$ cat config.mk
export PLATFORM = sky130hd
export DESIGN_NAME = sigmoid_sched
export DESIGN_NICKNAME = d
export VERILOG_FILES = /design/src/rtl/nn_pkg.sv /design/src/rtl/rr_arbiter.sv /design/src/rtl/sigmoid_sched.sv
export SDC_FILE = /design/constraint.sdc
export NUM_CORES = 1
export LEC_CHECK = 0
export BUFFER_PORTS_ARGS = -buffer_cell sky130_fd_sc_hd__buf_2
export CORE_AREA = 2 2 92 94
export DETAILED_ROUTE_END_ITERATION = 10
export DIE_AREA = 0 0 94 96
export PLACE_DENSITY_LB_ADDON = 0.1
export SETUP_SLACK_MARGIN = 0.02
export SYNTH_ARGS = -nofsm -noshare
export SYNTH_HDL_FRONTEND = slang
export SYNTH_SLANG_ARGS = --single-unit
$ cat constraint.sdc
create_clock -name clk -period 4.02 [get_ports clk]
set_clock_uncertainty 0.1 [all_clocks]
set_input_delay 0.402 -clock clk [delete_from_list [all_inputs] [get_ports clk]]
set_output_delay 0.402 -clock clk [all_outputs]
set_load 0.01 [all_outputs]
$ cat src/rtl/nn_pkg.sv
// -----------------------------------------------------------------------------
// nn_pkg
// Shared constants for the neural-network datapath blocks.
//   FL           fractional bits of the Q8.24 format
//   ONE_POS      +1.0 in Q8.24
//   ONE_NEG      -1.0 in Q8.24
//   SIGMOID_LAT  default latency of the sigmoid activation unit (enabled cycles)
//   clog2()      ceiling log2 usable in parameter expressions
// Include-guarded so a file may pull it in textually as well as by compile order.
// -----------------------------------------------------------------------------
`ifndef NN_PKG_SV
`define NN_PKG_SV

package nn_pkg;

    localparam int          FL          = 24;
    localparam logic [31:0] ONE_POS     = 32'h0100_0000;
    localparam logic [31:0] ONE_NEG     = 32'hFF00_0000;
    localparam int          SIGMOID_LAT = 2;

    // Smallest r with (1 << r) >= n; bounded loop so it stays a constant function.
    function automatic int clog2(input int n);
        int r;
        r = 0;
        for (int i = 0; i < 31; i++) begin
            if ((1 << i) < n) begin
                r = i + 1;
            end
        end
        return r;
    endfunction

endpackage

`endif

$ cat src/rtl/rr_arbiter.sv
// -----------------------------------------------------------------------------
// rr_arbiter
// Combinational round-robin arbiter. Scans req starting at ptr and wrapping
// modulo NREQ; the first asserted request wins. With en low nothing is granted.
// Shared with the layer-buffer write scheduler, so it carries no state: the
// caller owns the pointer and decides when it advances.
//
// Ports
//   req    in   NREQ  request vector
//   ptr    in   IDW   index that has highest priority this cycle
//   en     in   1     arbitration enable
//   grant  out  NREQ  one-hot grant (all zero when nothing wins)
//   idx    out  IDW   encoded index of the winner (0 when nothing wins)
// -----------------------------------------------------------------------------
module rr_arbiter
    import nn_pkg::*;
#(
    parameter int NREQ = 4,
    parameter int IDW  = clog2(NREQ)
) (
    input  logic [NREQ-1:0] req,
    input  logic [IDW-1:0]  ptr,
    input  logic            en,
    output logic [NREQ-1:0] grant,
    output logic [IDW-1:0]  idx
);

    logic found;

    // NOTE: every output of a combinational block gets a default at the top;
    // a path that leaves one unassigned would otherwise infer a latch.
    always_comb begin
        grant = '0;
        idx   = '0;
        found = 1'b0;
        if (en) begin
            for (int k = 0; k < NREQ; k++) begin
                if (!found && req[(int'(ptr) + k) % NREQ]) begin
                    grant[(int'(ptr) + k) % NREQ] = 1'b1;
                    idx   = IDW'((int'(ptr) + k) % NREQ);
                    found = 1'b1;
                end
            end
        end
    end

endmodule

$ cat src/rtl/sigmoid_sched.sv
// -----------------------------------------------------------------------------
// sigmoid_sched
// Shares one external pipelined sigmoid unit (Q8.24, LAT enabled cycles) among
// NREQ neuron requesters. Requests are granted round-robin; each result leaves
// tagged with the ID of the requester that issued it. A result that the
// consumer does not take freezes the whole activation pipeline via act_en.
//
// Ports
//   clk, rst     clock; synchronous active-high reset
//   req_valid    in   NREQ        per-requester request valid
//   req_data     in   NREQ*WIDTH  pre-activations, requester i at [i*WIDTH +: WIDTH]
//   req_ready    out  NREQ        one-hot accept
//   rsp_valid    out  1           result valid
//   rsp_id       out  IDW         requester owning the result
//   rsp_data     out  WIDTH       result (act_y passed through)
//   rsp_ready    in   1           consumer accepts the result
//   act_en       out  1           pipeline enable of the activation unit
//   act_a        out  WIDTH       operand to the activation unit
//   act_y        in   WIDTH       activation unit output
//   busy         out  1           any result in flight
//
// Optional build macro SIGMOID_SCHED_PERF_EN adds two saturating 16-bit
// counters, perf_grants (accepted requests) and perf_stalls (cycles with
// act_en low), both cleared by rst.
// LAT must be at least 2.
// -----------------------------------------------------------------------------
module sigmoid_sched
    import nn_pkg::*;
#(
    parameter int WIDTH = 32,
    parameter int NREQ  = 4,
    parameter int IDW   = 2,
    parameter int LAT   = SIGMOID_LAT
) (
    input  logic                  clk,
    input  logic                  rst,
    input  logic [NREQ-1:0]       req_valid,
    input  logic [NREQ*WIDTH-1:0] req_data,
    output logic [NREQ-1:0]       req_ready,
    output logic                  rsp_valid,
    output logic [IDW-1:0]        rsp_id,
    output logic [WIDTH-1:0]      rsp_data,
    input  logic                  rsp_ready,
    output logic                  act_en,
    output logic [WIDTH-1:0]      act_a,
    input  logic [WIDTH-1:0]      act_y,
    output logic                  busy
`ifdef SIGMOID_SCHED_PERF_EN
    ,
    output logic [15:0]           perf_grants,
    output logic [15:0]           perf_stalls
`endif
);

    // Shadow of the activation pipeline: one valid bit and one requester ID per
    // stage, advanced exactly when the activation unit itself advances.
    logic [LAT-1:0]          vld_q, vld_d;
    logic [LAT-1:0][IDW-1:0] id_q, id_d;
    logic [IDW-1:0]          rr_ptr_q, rr_ptr_d;

    logic [NREQ-1:0] grant;
    logic [IDW-1:0]  grant_idx;
    logic            stall;
    logic            transfer;

    // A finished result nobody takes blocks the last stage, so nothing moves.
    assign stall = vld_q[LAT-1] && !rsp_ready;

    // Enable stays high in reset so the activation unit, sharing rst, flushes.
    assign act_en = rst || !stall;

    rr_arbiter #(
        .NREQ (NREQ),
        .IDW  (IDW)
    ) u_arb (
        .req   (req_valid),
        .ptr   (rr_ptr_q),
        .en    (!rst && !stall),
        .grant (grant),
        .idx   (grant_idx)
    );

    // The arbiter only grants asserted requests, so any grant is a transfer.
    assign req_ready = grant;
    assign transfer  = |grant;

    always_comb begin
        act_a = '0;
        for (int i = 0; i < NREQ; i++) begin
            if (grant[i]) begin
                act_a = req_data[i*WIDTH +: WIDTH];
            end
        end
    end

    always_comb begin
        vld_d    = vld_q;
        id_d     = id_q;
        rr_ptr_d = rr_ptr_q;
        if (act_en) begin
            vld_d = {vld_q[LAT-2:0], transfer};
            id_d  = {id_q[LAT-2:0], grant_idx};
        end
        if (transfer) begin
            rr_ptr_d = (int'(grant_idx) == NREQ - 1) ? '0 : grant_idx + IDW'(1);
        end
    end

    // NOTE: state registers use non-blocking assignments so every flop samples
    // the pre-edge value of every other flop, independent of statement order.
    // NOTE: the ID stages are reset along with the valid bits even though only
    // valid qualifies them, so rsp_id reads 0 out of reset rather than X.
    always_ff @(posedge clk) begin
        if (rst) begin
            vld_q    <= '0;
            id_q     <= '0;
            rr_ptr_q <= '0;
        end else begin
            vld_q    <= vld_d;
            id_q     <= id_d;
            rr_ptr_q <= rr_ptr_d;
        end
    end

    assign rsp_valid = vld_q[LAT-1];
    assign rsp_id    = id_q[LAT-1];
    assign rsp_data  = act_y;
    assign busy      = |vld_q;

`ifdef SIGMOID_SCHED_PERF_EN
    logic [15:0] perf_grants_q, perf_grants_d;
    logic [15:0] perf_stalls_q, perf_stalls_d;

    // Both counters stick at all-ones instead of wrapping.
    always_comb begin
        perf_grants_d = perf_grants_q;
        perf_stalls_d = perf_stalls_q;
        if (transfer && (perf_grants_q != 16'hFFFF)) begin
            perf_grants_d = perf_grants_q + 16'd1;
        end
        if (!act_en && (perf_stalls_q != 16'hFFFF)) begin
            perf_stalls_d = perf_stalls_q + 16'd1;
        end
    end

    always_ff @(posedge clk) begin
        if (rst) begin
            perf_grants_q <= '0;
            perf_stalls_q <= '0;
        end else begin
            perf_grants_q <= perf_grants_d;
            perf_stalls_q <= perf_stalls_d;
        end
    end

    assign perf_grants = perf_grants_q;
    assign perf_stalls = perf_stalls_q;
`endif

endmodule

==> reports/metrics.yaml <==
run_status:
  status: "finished clean"
pwr:
  power_frac_seq_pct: 5.8
  internal_power_uw: 974.2
  comb_power_share_pct: 89.5
  power_leakage_uw: 0.001439
  swShare_pct: 51.50
  pwr-share-clk_pct: 4.7
  switchingPower_uw: 1034
  peakVddDrop_mv: 0.3110
  power_density_nw_per_um2: 614.3
floorplanning:
  dieArea_sq_um: 9024
  core_sq_um: 8051
  die_x_um: 94
  die_h_um: 96
  ios: 240
  row_count: 33
  start_util_pct: 30.85
synth:
  synthFlopType: "dfxtp_1"
  synth-seq-cells: 8
  yosys_warnings: 0
  syn_inst: 291
  synth_edf_count: 0
  synth_top_cell_by_area: "o221ai_2"
  ys_async_sr_fraction_pct: 0
  synth.top_cells.by_area: "o221ai_2 (18%), a22oi_2 (15%), buf_4 (12%)"
  synth_top_area_share_pct: 17.53
  syn_nets: 465
  yosysUniqueCellTypes: 54
  syn_area_sq_um: 2484
  ys_seq_area_share_pct: 6.448
  syn_avg_cell_area_sq_um: 8.535
clocking:
  cts_tree: "done"
  htree_levels: 1
  cts_buffers: 3
  holdBufCountCts: 0
  clock_latency_ps: 230
  path_clk_slew_ps: 40
  clockBufferDepth: 2
  clock-root-buffer: "clkbuf_8"
  clock_sink_count: 8
  post_cts_resized: 0
  post-cts-setup-buffers: 0
route:
  drtIter0Drc: 61
  dr_total_vias: 2670
  drt-wirelength-per-cell_um: 16.05
  firstDrtPassIters: 4
  drc: 0
  viasPerCell: 5.028
  ant_nets: 0
  routed_wl_um: 8522
critical_path:
  regToRegStartpoint: "rr_ptr_q[0]$_SDFFE_PP0P_"
  cp_cell_sequence: "inv_1 -> ha_1 -> or3b_1 -> a2111o_1 -> nand2_4 -> o2bb2ai_1 -> nor2_1 -> nor2_4 -> buf_12 -> o221ai_1 -> buf_2"
  worstPathArrival_ps: 3260
  rrSetupSlack_ps: 1220
  cp-end-kind: "primary output"
  cp_slowest_cell: "nor2_4"
  r2r-end: "rr_ptr_q[0]$_SDFFE_PP0P_"
  path_delay_family: "simple AND/OR/NAND/NOR gates"
  start_kind: "flip-flop"
  required_ps: 3520
  path_max_fanout: 20
  reg2regPathDepth: 8
  path_class: "reg2out"
  cpPeakStageDelay_ps: 610
  timing.critical_path.buf_inv: 3
sta:
  max_freq_ghz: 0.2659
  fin_tns_setup_ps: 0
  max_slew.worst_pin.slew_ps: 779.8
  relSlewSlack_pct: 47.89
  rsz0062_at_grt: "no"
  whs_ps: 300.3
  fin_crit_sh_pct: 93.54
  drv_slew: 0
  hold_viol_final: 0
  fin_ws_ps: 259.8
  fin_crit_ps: 3760
  finalSetupViolCount: 0
place:
  pre_cts_ws_ps: 492.3
  place.gp.congestion: 0.8292
  port_buffers: 175
  hpwl_um: 6969
hold_path:
  min_from: "rst"
  holdPathEnd: "vld_q[1]$_SDFFE_PP0P_"
  hp-class: "in2reg"
  holdPathStages: 2
global_route:
  grt_antenna_before_repair: 0
  grt_pass1_wl_um: 12390
  overflow: 0
  grt_pass1_vias: 2557
  grt_usage_pct: 16.86
  grt_max_degree: 36
finish:
  final_common_cell: "buf_2"
  final_nets: 602
  area_delta_synth_final_pct: 31.64
  multi_input_area_sq_um: 1867
  antennaDiodeCount: 0
  fill_cells: 850
  drive_above_1_share_pct: 64.08
  final_cell_mix: "buf_2 (175), nand2_1 (73), a22oi_2 (29), o221ai_2 (29)"
  seq_area_sq_um: 160.2
job:
  drv_cap: 0
-- routing by layer --
layer / vias to the layer above / global-route usage, % / wire [um]
met5: - / 0 / 0
met4: 0 / 2.295 / 26
met3: 6 / 2.193 / 605
met2: 116 / 31.79 / 4379
met1: 1217 / 20.89 / 3510
li1: 1331 / - / -
-- logic make-up (layout without fill, tap and decap cells) --
| group | count (synthesis) | after routing | share of synthesized area [%] |
|---|---|---|---|
| muxes | 8 | 8 | 4.635 |
| buffers and inverters | 62 | 197 | 18.64 |
| xor gates and xnor gates | 1 | 1 | 0.3527 |
| AOI/OAI and AO/OA | 89 | 89 | 44.53 |
| DFF | 8 | 8 | 6.448 |
| adders and majority gates | 7 | 7 | 3.526 |
| and+or+nand+nor | 116 | 116 | 21.86 |
-- synth_stat cells, types with 2 or more instances --
master,n
buf_2,10
inv_1,3
buf_12,3
o221ai_2,29
nand2b_1,5
and2_1,2
a211oi_1,3
a22o_1,2
mux2i_2,3
a21o_1,3
clkbuf_1,3
dfxtp_1,8
and3_1,8
a2111oi_2,2
nor4_1,2
nor2b_1,2
buf_4,40
o221ai_1,3
a22oi_2,29
buf_6,2
o22ai_1,4
ha_1,7
or2_2,2
nand2_1,73
nor2_1,11
mux2_4,2
a22oi_1,3
-- flip-flops by register name, summed over array words and instances, names as in the netlist --
name / count
vld_q: 2
rsp_id: 2
id_q: 2
rr_ptr_q: 2
-- cell type report --
class,count,area share (%)
well taps,105,4.018
flip-flops and latches,8,4.899
clock buffers,3,1.263
inverters,3,0.3444
multi-input cells,221,57.10
repair buffers,191,32.38
-- worst max-delay path by stage --
| stage | slack (ps) | start | endpoint | cells past startpoint |
|---|---|---|---|---|
| final | 260 | rr_ptr_q[0]$_SDFFE_PP0P_ | act_a[31] | 11 |
| after global routing | 40 | rr_ptr_q[1]$_SDFFE_PP0P_ | act_a[31] | 11 |
| after CTS | 230 | rr_ptr_q[0]$_SDFFE_PP0P_ | act_a[31] | 11 |
| after detailed placement | 490 | rr_ptr_q[0]$_SDFFE_PP0P_ | act_a[31] | 11 |
| after global placement | 510 | rr_ptr_q[0]$_SDFFE_PP0P_ | act_a[31] | 11 |
| after floorplan | 550 | rr_ptr_q[0]$_SDFFE_PP0P_ | act_a[22] | 13 |
-- through the flow --
stage / power, uW / std cells / util [%] / instance area, sq um
after CTS: 2032 / 531 / 40.61 / 3269
after global routing: 2191 / 531 / 40.61 / 3269
final: 2008 / 531 / 40.61 / 3269
after detailed placement: 1933 / 528 / 40.09 / 3228
after floorplan: 1450 / 291 / - / 2484
after global placement: 1934 / 528 / 40.09 / 3228
-- power groups by stage --
stage          sequential [uW]  combinational (uW)  clock (uW)
5_1_grt                    120                1970        99.9
4_1_cts                    117                1820        96.7
3_3_place_gp               119                1810           0
3_5_place_dp               118                1810           0
6_report                   117                1800        94.2
2_1_floorplan              125                1320           0
(Power assumes the default switching activity.)
